### src/rtl/circle_tracker.sv
// ---------------------------------------------------------------------------
// circle_tracker
//
// Game-side responder to the rhythm-game state machine. Runs one shrinking
// approach circle per lane (4 lanes), judges key presses as hit or miss, and
// reports resolved circles and the player's health.
//
// Ports
//   Clk            in   1   system clock
//   Reset          in   1   synchronous, active-high reset
//   frame_tick     in   1   one-cycle strobe per video frame; radii shrink on it
//   main           in   1   main screen: clears all lanes, reloads health
//   spawn          in   1   beat strobe (level, may be held for many cycles)
//   circletype     in   2   lane to spawn (0..3)
//   keycode        in   8   current USB HID keycode (0 = none)
//   out_of_bounds  out  1   one-cycle pulse: at least one lane resolved
//   hit_pulse      out  1   one-cycle pulse: at least one hit
//   miss_pulse     out  1   one-cycle pulse: at least one miss
//   health         out  4   current health, saturating 0..HEALTH_MAX
//   active         out  4   bit n = lane n circle live
//   radius         out  32  lane n radius in [8n+7:8n]; 0 when lane idle
//   score          out  16  (only with CIRCLE_TRACKER_SCORE_EN) +10 per hit,
//                           saturating at 16'hFFFF
//
// Configuration
//   CIRCLE_TRACKER_SCORE_EN  define to add the score output and its counter.
// ---------------------------------------------------------------------------
module circle_tracker #(
  parameter logic [7:0] START_RADIUS = 8'd64,
  parameter logic [7:0] HIT_WINDOW   = 8'd12,
  parameter logic [3:0] HEALTH_INIT  = 4'd4,
  parameter logic [3:0] HEALTH_MAX   = 4'd15
) (
  input  logic        Clk,
  input  logic        Reset,
  input  logic        frame_tick,
  input  logic        main,
  input  logic        spawn,
  input  logic [1:0]  circletype,
  input  logic [7:0]  keycode,
  output logic        out_of_bounds,
  output logic        hit_pulse,
  output logic        miss_pulse,
  output logic [3:0]  health,
  output logic [3:0]  active,
  output logic [31:0] radius
`ifdef CIRCLE_TRACKER_SCORE_EN
  ,
  output logic [15:0] score
`endif
);

  typedef enum logic {
    IDLE = 1'b0,
    LIVE = 1'b1
  } lane_state_t;

  // HID keycode bound to each lane: A, S, D, F.
  function automatic logic [7:0] lane_key(input int n);
    case (n)
      0:       lane_key = 8'd4;
      1:       lane_key = 8'd22;
      2:       lane_key = 8'd7;
      default: lane_key = 8'd9;
    endcase
  endfunction

  lane_state_t state      [4];
  lane_state_t state_next [4];
  logic [7:0]  rad        [4];
  logic [7:0]  rad_next   [4];

  logic [7:0]  key_q;     // keycode seen last cycle, for press-edge detection
  logic [3:0]  req;       // spawn request aimed at each lane this cycle
  logic [3:0]  req_q;     // same, last cycle: a held spawn fires only once
  logic [2:0]  hit_cnt;
  logic [2:0]  miss_cnt;
  logic [3:0]  health_next;
  logic signed [6:0] health_sum;

  // Next-state logic for all four lanes plus this cycle's hit/miss tallies.
  // NOTE: every signal gets a default before the branches so no path leaves
  // it unassigned; otherwise synthesis would infer a latch.
  always_comb begin
    hit_cnt  = 3'd0;
    miss_cnt = 3'd0;
    req      = 4'd0;
    for (int n = 0; n < 4; n++) begin
      logic spawn_ev;
      logic press_ev;
      state_next[n] = state[n];
      rad_next[n]   = rad[n];
      req[n]        = spawn && (circletype == 2'(n));
      spawn_ev      = req[n] && !req_q[n];
      press_ev      = (keycode == lane_key(n)) && (key_q != lane_key(n));
      case (state[n])
        IDLE: begin
          if (spawn_ev) begin
            state_next[n] = LIVE;
            rad_next[n]   = START_RADIUS;
          end
        end
        LIVE: begin
          // Checked before expiry so a press on the final tick still hits.
          // Presses outside the window are simply ignored.
          if (press_ev && (rad[n] <= HIT_WINDOW)) begin
            state_next[n] = IDLE;
            rad_next[n]   = 8'd0;
            hit_cnt       = hit_cnt + 3'd1;
          end else if (frame_tick) begin
            if (rad[n] == 8'd0) begin
              state_next[n] = IDLE;
              miss_cnt      = miss_cnt + 3'd1;
            end else begin
              rad_next[n] = rad[n] - 8'd1;
            end
          end
        end
        default: state_next[n] = IDLE;
      endcase
    end

    // Net health change applied once, clamped to [0, HEALTH_MAX].
    health_sum = $signed({3'b000, health}) + $signed({4'b0000, hit_cnt})
               - $signed({4'b0000, miss_cnt});
    if (health_sum < 7'sd0) begin
      health_next = 4'd0;
    end else if (health_sum > $signed({3'b000, HEALTH_MAX})) begin
      health_next = HEALTH_MAX;
    end else begin
      health_next = health_sum[3:0];
    end
  end

  // Reset and main behave the same: lanes dropped silently, no pulses.
  // NOTE: sequential state uses non-blocking assignments so every register
  // samples pre-edge values regardless of statement order.
  always_ff @(posedge Clk) begin
    if (Reset || main) begin
      for (int n = 0; n < 4; n++) begin
        state[n] <= IDLE;
        rad[n]   <= 8'd0;
      end
      key_q         <= 8'd0;
      req_q         <= 4'd0;
      health        <= HEALTH_INIT;
      out_of_bounds <= 1'b0;
      hit_pulse     <= 1'b0;
      miss_pulse    <= 1'b0;
    end else begin
      for (int n = 0; n < 4; n++) begin
        state[n] <= state_next[n];
        rad[n]   <= rad_next[n];
      end
      key_q         <= keycode;
      req_q         <= req;
      health        <= health_next;
      hit_pulse     <= (hit_cnt != 3'd0);
      miss_pulse    <= (miss_cnt != 3'd0);
      out_of_bounds <= (hit_cnt != 3'd0) || (miss_cnt != 3'd0);
    end
  end

`ifdef CIRCLE_TRACKER_SCORE_EN
  logic [16:0] score_sum;
  assign score_sum = {1'b0, score} + (17'(hit_cnt) * 17'd10);

  always_ff @(posedge Clk) begin
    if (Reset || main) begin
      score <= 16'd0;
    end else begin
      score <= score_sum[16] ? 16'hFFFF : score_sum[15:0];
    end
  end
`endif

  always_comb begin
    for (int n = 0; n < 4; n++) begin
      active[n]         = (state[n] == LIVE);
      radius[8*n +: 8]  = rad[n];
    end
  end

endmodule
### config.mk
export PLATFORM = sky130hd
export DESIGN_NAME = circle_tracker
export DESIGN_NICKNAME = d
export VERILOG_FILES = /design/src/rtl/circle_tracker.sv
export SDC_FILE = /design/constraint.sdc
export NUM_CORES = 1
export LEC_CHECK = 0
export BUFFER_PORTS_ARGS = -buffer_cell sky130_fd_sc_hd__buf_2
export CAP_MARGIN = 40
export CELL_PAD_IN_SITES_DETAIL_PLACEMENT = 1
export CELL_PAD_IN_SITES_GLOBAL_PLACEMENT = 2
export CORE_MARGIN = 2
export CORE_UTILIZATION = 33
export CTS_CLUSTER_DIAMETER = 100
export CTS_CLUSTER_SIZE = 20
export DETAILED_ROUTE_END_ITERATION = 6
export PLACE_DENSITY = 0.79
export SLEW_MARGIN = 25
export SYNTH_ARGS = -nofsm -noshare
export SYNTH_HDL_FRONTEND = slang
export SYNTH_SLANG_ARGS = --single-unit
### constraint.sdc
create_clock -name Clk -period 6 [get_ports Clk]
set_clock_uncertainty 0.1 [all_clocks]
set_input_delay 0.3 -clock Clk [delete_from_list [all_inputs] [get_ports Clk]]
set_output_delay 0.3 -clock Clk [all_outputs]
set_load 0.005 [all_outputs]
* Yosys cells after proc, flatten, opt, wreduce, memory -nomap -nowiden
Memories as Yosys holds them, arrays and structs flattened. Index checks and enable logic that the tools add are counted.
Cells by class: add/subtract/negate cells 12, order comparisons 6, eq/ne operators 11, multiplexer cells 77, bitwise gates (word level) 12, reduce and logical (&&, ||, !) cells 30
Operators by type and width (count):
- 8-bit two-way mux | 20
- 8-bit case mux with 2 select lines | 4
- 3-bit two-way mux | 21
- 8-bit by 4-bit less-or-equal comparator with 1-bit output (second input constant) | 4
- 8-bit logical NOT | 4
- 8-bit by 1-bit subtractor with 8-bit output (second input constant) | 4
- 1-bit two-way mux | 27
- 3-bit by 1-bit adder with 3-bit output (second input constant) | 6
- 8-bit by 3-bit equality test with 1-bit output (second input constant) | 2
- 1-bit logical AND | 16
- 8-bit by 3-bit != test with 1-bit output (second input constant) | 2
- 8-bit by 4-bit equality test with 1-bit output (second input constant) | 1
- 8-bit by 5-bit equality test with 1-bit output (second input constant) | 1
- 8-bit by 4-bit != test with 1-bit output (second input constant) | 1
- 8-bit by 5-bit != test with 1-bit output (second input constant) | 1
- 1-bit OR | 8
- 1-bit case mux with 2 select lines | 4
- 6-bit by 5-bit greater-than comparator with 1-bit output (second input constant) | 1
- 6-bit by 1-bit < comparator with 1-bit output (second input constant) | 1
- 3-bit nonzero test | 2
- 5-bit by 3-bit subtractor with 6-bit output | 1
- 4-bit by 3-bit adder with 5-bit output | 1
- 2-bit equality test (second input constant) | 2
- 1-bit logical NOT | 4
- other kinds (6) | 10
Word-level totals: register bits 19, bits in writable memories 36, output and inout bits 43, logic and storage cells 157, memories kept 2
Memory list:
- rad | words 4, bits a word 8, read ports 4, clocked after Yosys merged registers in 0, write ports 4, RTL line 70 | logic [7:0] rad [4];
- state | words 4, bits a word 1, read ports 4, clocked after Yosys merged registers in 0, write ports 4, RTL line 68 | lane_state_t state [4];

* Longest topological paths before layout
An unclocked memory read counts as a cell.
depth after elaboration 25, depth in mapped cells 25

* Worst setup path before layout
OpenSTA, ideal clock, no wires.
path type register -> register, start memory rad[0][6], end register health[2], library setup time 0.125 ns, data arrival time 4.648 ns, data required time 5.775 ns, slack 1.127 ns, cell stages (with the launch flop) 24, cell sequence dfxtp_1 -> or4_4 -> a31o_4 -> o21ai_0 -> inv_1 -> ha_1 -> nand2_1 -> mux2_2 -> inv_1 -> ha_1 -> and2_1 -> mux2_2 -> ha_1 -> mux2i_1 -> fa_1 -> inv_1 -> fa_1 -> inv_1 -> a21oi_1 -> nor2_1 -> nor2_1 -> xnor2_1 -> o21ai_0 -> nand2_1
RTL lines:
- from (decl) | RTL line 70
- to (signal assigned) | RTL line 157 | health <= health_next;
- to (decl) | RTL line 44 | output logic [3:0] health,

==> results.sh <==
export IMPL_status="completed"
export IMPL_power_density_nw_per_um2=212
export IMPL_drt_pass1_iter_count=4
export IMPL_drtIter0Drc=78
export IMPL_grt_antenna_before_repair=0
export IMPL_drc=0
export IMPL_critPathArrivalTime_ns=5.37
export IMPL_clk_latency_ns=0.31
export IMPL_global_route_usage_total_pct=16.9
export IMPL_io_pins=58
export IMPL_cts_resized=0
export IMPL_number_of_enable_flip_flop_cells_after_synthesis=0
export IMPL_grt_first_pass_wirelength_microns=15100
export IMPL_max_cap_violations=0
export IMPL_synthCells=402
export IMPL_timing_max_transition_violations_final=0
export IMPL_drt_wl_total_microns=9080
export IMPL_slew_limit_headroom_pct=54.4
export IMPL_flow_area_growth_from_synthesis_pct=15.5
export IMPL_route_vias_total=3085
export IMPL_synth_top_cell_area_share_pct=32.9
export IMPL_number_of_nets_in_the_synthesized_netlist=440
export IMPL_max_vdd_ir_drop_uv=91.6
export IMPL_synth_yosys_warnings=0
export IMPL_syn_cell_area_sq_um=3340
export IMPL_grt_remaining_overflow=0
export IMPL_number_of_buffers_inserted_during_clock_tree_synthesis=5
export IMPL_fraction_of_layout_cells_with_a_size_suffix_above_1_pct=18.1
export IMPL_yosys_area_top_type="dfxtp_1"
export IMPL_timing_fmax_mhz=190
export IMPL_yosys_top_cells_count="nor2_1 (60), dfxtp_1 (55), nand2_1 (27)"
export IMPL_post_synth_cell_area_avg_sq_um=8.32
export IMPL_gpl_final_weighted_congestion=0.838
export IMPL_fp_dieArea_sq_um=11000
export IMPL_critical_path_n_buffers_inverters=5
export IMPL_cts_buffer_depth=2
export IMPL_final_setup_viol_count=0
export IMPL_die_h_microns=105
export IMPL_grt_max_degree=18
export IMPL_synth_seq_area_share_pct=32.9
export IMPL_cts_repair_timing_setup_buffer_count=0
export IMPL_critical_path_max_stage_delay_ns=0.53
export IMPL_post_cts_hold_buffer_count=0
export IMPL_async_reset_ff_share_pct=0
export IMPL_r2r_setup_slack_ns=0.73
export IMPL_clkTransAtPathRegs_ns=0.11
export IMPL_final_worst_path_period_share_pct=87.8
export IMPL_worst_path_max_delay_cell="o2111ai_1"
export IMPL_hpwlAfterDp_microns=7160
export IMPL_start_util_pct=34.0
export IMPL_worst_r2r_startpoint="rad[0][0]"
export IMPL_static_leakage_power_uw=0.00166
export IMPL_clock_tree_from_tritoncts="built"
export IMPL_hold_violations=0
export IMPL_cp_start_kind="flop"
export IMPL_period_minus_slack_ns=5.27
export IMPL_layout_core_utilization_pct=39.3
export IMPL_coreArea_sq_um=9820
export IMPL_rows=36
export IMPL_hold_crit_path_type="in2reg"
export IMPL_clock_sink_count=55
export IMPL_power_uw=818
export IMPL_timing_critical_path_cells="inv_1, ha_1, o2111ai_1, o21ai_0, inv_1, ha_1, nand2_1, mux2_2, inv_1, ha_1, and2_1, mux2_2, ha_1, mux2i_1, fa_1, inv_1, fa_1, inv_1, a21oi_1, nor2_1, nor2_1, xnor2_1, o21ai_0, nand2_1"
export IMPL_unrepaired_setup_endpoints_after_global_routing="no"
export IMPL_r2r_end="health[2]"
export IMPL_synth_ff_type="dfxtp_1"
export IMPL_worst_slew_pin_transition_ns=0.676
export IMPL_setup_tns_final_ns=0
export IMPL_drtAntennaViolNets=0
export IMPL_use_met2_pct=30.4
export IMPL_die_width_microns=105
export IMPL_critPathTopFamily="adder cells"
export IMPL_globalRoute_busiestLayer="met2"
export IMPL_gr_usage_met3_pct=2.81
export IMPL_synth_top_cells_by_area="dfxtp_1 (33%), ha_1 (7.5%), nor2_1 (6.7%)"
export IMPL_synth_seq_cells=55
export IMPL_worstSetupPathType="reg2reg"
export IMPL_crit_top_cell="inv_1"
export IMPL_ctsRootBufferMaster="clkbuf_8"
export IMPL_synthMostInstantiatedCell="nor2_1"
export IMPL_fillCellCount=1232
export IMPL_number_of_global_route_vias_before_repair=3035
export IMPL_crit_path_max_fanout=7
export IMPL_worstRegToRegCells=24
export IMPL_worst_setup_path_end_kind="flop"
export IMPL_globalRouteMet1Util_pct=21.1
export IMPL_antenna_cells_inserted=0
export IMPL_holdPathStages=2
export IMPL_htree_num_levels=2
export IMPL_worstHoldEndpoint="req_q[0]"
export IMPL_route_detailed_wl_per_inst_microns=15.3
export IMPL_distinct_cell_type_count_after_synthesis=58
export IMPL_num_nets_final=496
export IMPL_holdCritStartpoint="circletype[0]"
export IMPL_via_per_inst=5.21
export IMPL_io_buffers=57
export IMPL_worst_endpoint_required_ns=6.10
-- worst max-delay path by stage --
stage	from	end	slack [ns]	depth (start not counted)
2_1_floorplan	rad[0][6]	health[2]	1.13	23
3_3_place_gp	keycode[0]	health[2]	0.95	24
3_5_place_dp	keycode[5]	health[2]	0.71	24
4_1_cts	rad[0][0]	health[2]	0.70	24
5_1_grt	rad[0][0]	health[2]	0.34	24
6_report	rad[0][0]	health[2]	0.73	24
-- per-layer routing --
metal | routed length, microns | vias up
met4 | 38 | 0
met5 | 0 | -
met1 | 4300 | 1504
met2 | 4460 | 48
li1 | - | 1531
met3 | 283 | 2
-- area by class of cell --
type | instances | area, sq um | share of cell area, %
Clock buffer | 7 | 96.3 | 2.50
Multi-Input combinational cell | 310 | 2090 | 54.1
Inverter | 26 | 97.6 | 2.53
Timing Repair Buffer | 60 | 305 | 7.91
Sequential cell | 55 | 1100 | 28.5
Tap cell | 133 | 166 | 4.31
Clock inverter | 1 | 7.51 | 0.194
-- per-stage QoR --
stage / hold slack (ns) / area, sq um / instances / setup slack, ns
floorplan: 0.276 / 3340 / 402 / 1.13
global placement: 0.382 / 3750 / 583 / 0.954
detailed placement: 0.398 / 3760 / 584 / 0.713
global route: 0.0989 / 3860 / 592 / 0.341
finish: 0.103 / 3860 / 592 / 0.729
CTS: 0.0910 / 3860 / 592 / 0.699
-- cell usage in the layout, fill, tap and decap left out, types with 3 or more instances in the layout --
master / n
nor4b_1: 4
nand2_1: 27
o21ai_0: 15
a21o_1: 3
a31oi_1: 7
a21oi_1: 20
and4_1: 4
nor3b_1: 4
nand4b_1: 4
buf_2: 58
fa_1: 3
dfxtp_1: 55
or3_1: 5
and3_1: 6
and2_1: 12
nand3b_1: 4
nor4_1: 11
inv_1: 26
xnor2_1: 17
a211oi_1: 3
nand4_1: 7
clkbuf_8: 7
xor2_1: 10
ha_1: 20
nor2_1: 60
mux2i_1: 4
nand2b_1: 3
nor3_1: 11
nand3_1: 13
-- power breakdown --
part | leakage (uW) | internal [uW] | total [uW] | switching [uW]
Sequential | 0.000446 | 381 | 396 | 15.3
Clock | 0.0000505 | 106 | 237 | 131
Combinational | 0.00116 | 82.4 | 185 | 103
Total | 0.00166 | 569 | 818 | 249
-- worst reg2reg max path: stages (launching register included) --
cell       delay, ns
dfxtp_1         0.45
inv_1           0.09
ha_1            0.24
o2111ai_1       0.53
o21ai_0         0.23
inv_1           0.10
ha_1            0.23
nand2_1         0.06
mux2_2          0.19
inv_1           0.07
ha_1            0.26
and2_1          0.15
mux2_2          0.27
ha_1            0.29
mux2i_1         0.32
fa_1            0.50
inv_1           0.09
fa_1            0.21
inv_1           0.05
a21oi_1         0.14
nor2_1          0.05
nor2_1          0.17
xnor2_1         0.11
o21ai_0         0.19
nand2_1         0.09
-- state kept, by name, summed over array words and instances (netlist names) --
name / cells
rad: 32
health: 4
hit_pulse: 1
miss_pulse: 1
key_q: 8
out_of_bounds: 1
req_q: 4
state: 4
-- cells by family (layout without fill, tap and decap cells) --
logic type | after synthesis | count (layout) | synth area share, %
adder cells (fa/ha/maj) | 23 | 23 | 9.28
AO/OA/AOI/OAI | 63 | 63 | 12.5
XOR/XNOR | 28 | 28 | 7.56
multiplexers | 6 | 6 | 1.87
AND/OR/NAND/NOR | 190 | 190 | 31.3
buffers and inverters | 37 | 94 | 4.64
flip-flops | 55 | 55 | 32.9
Note: power is estimated with default switching activity, not from simulation.
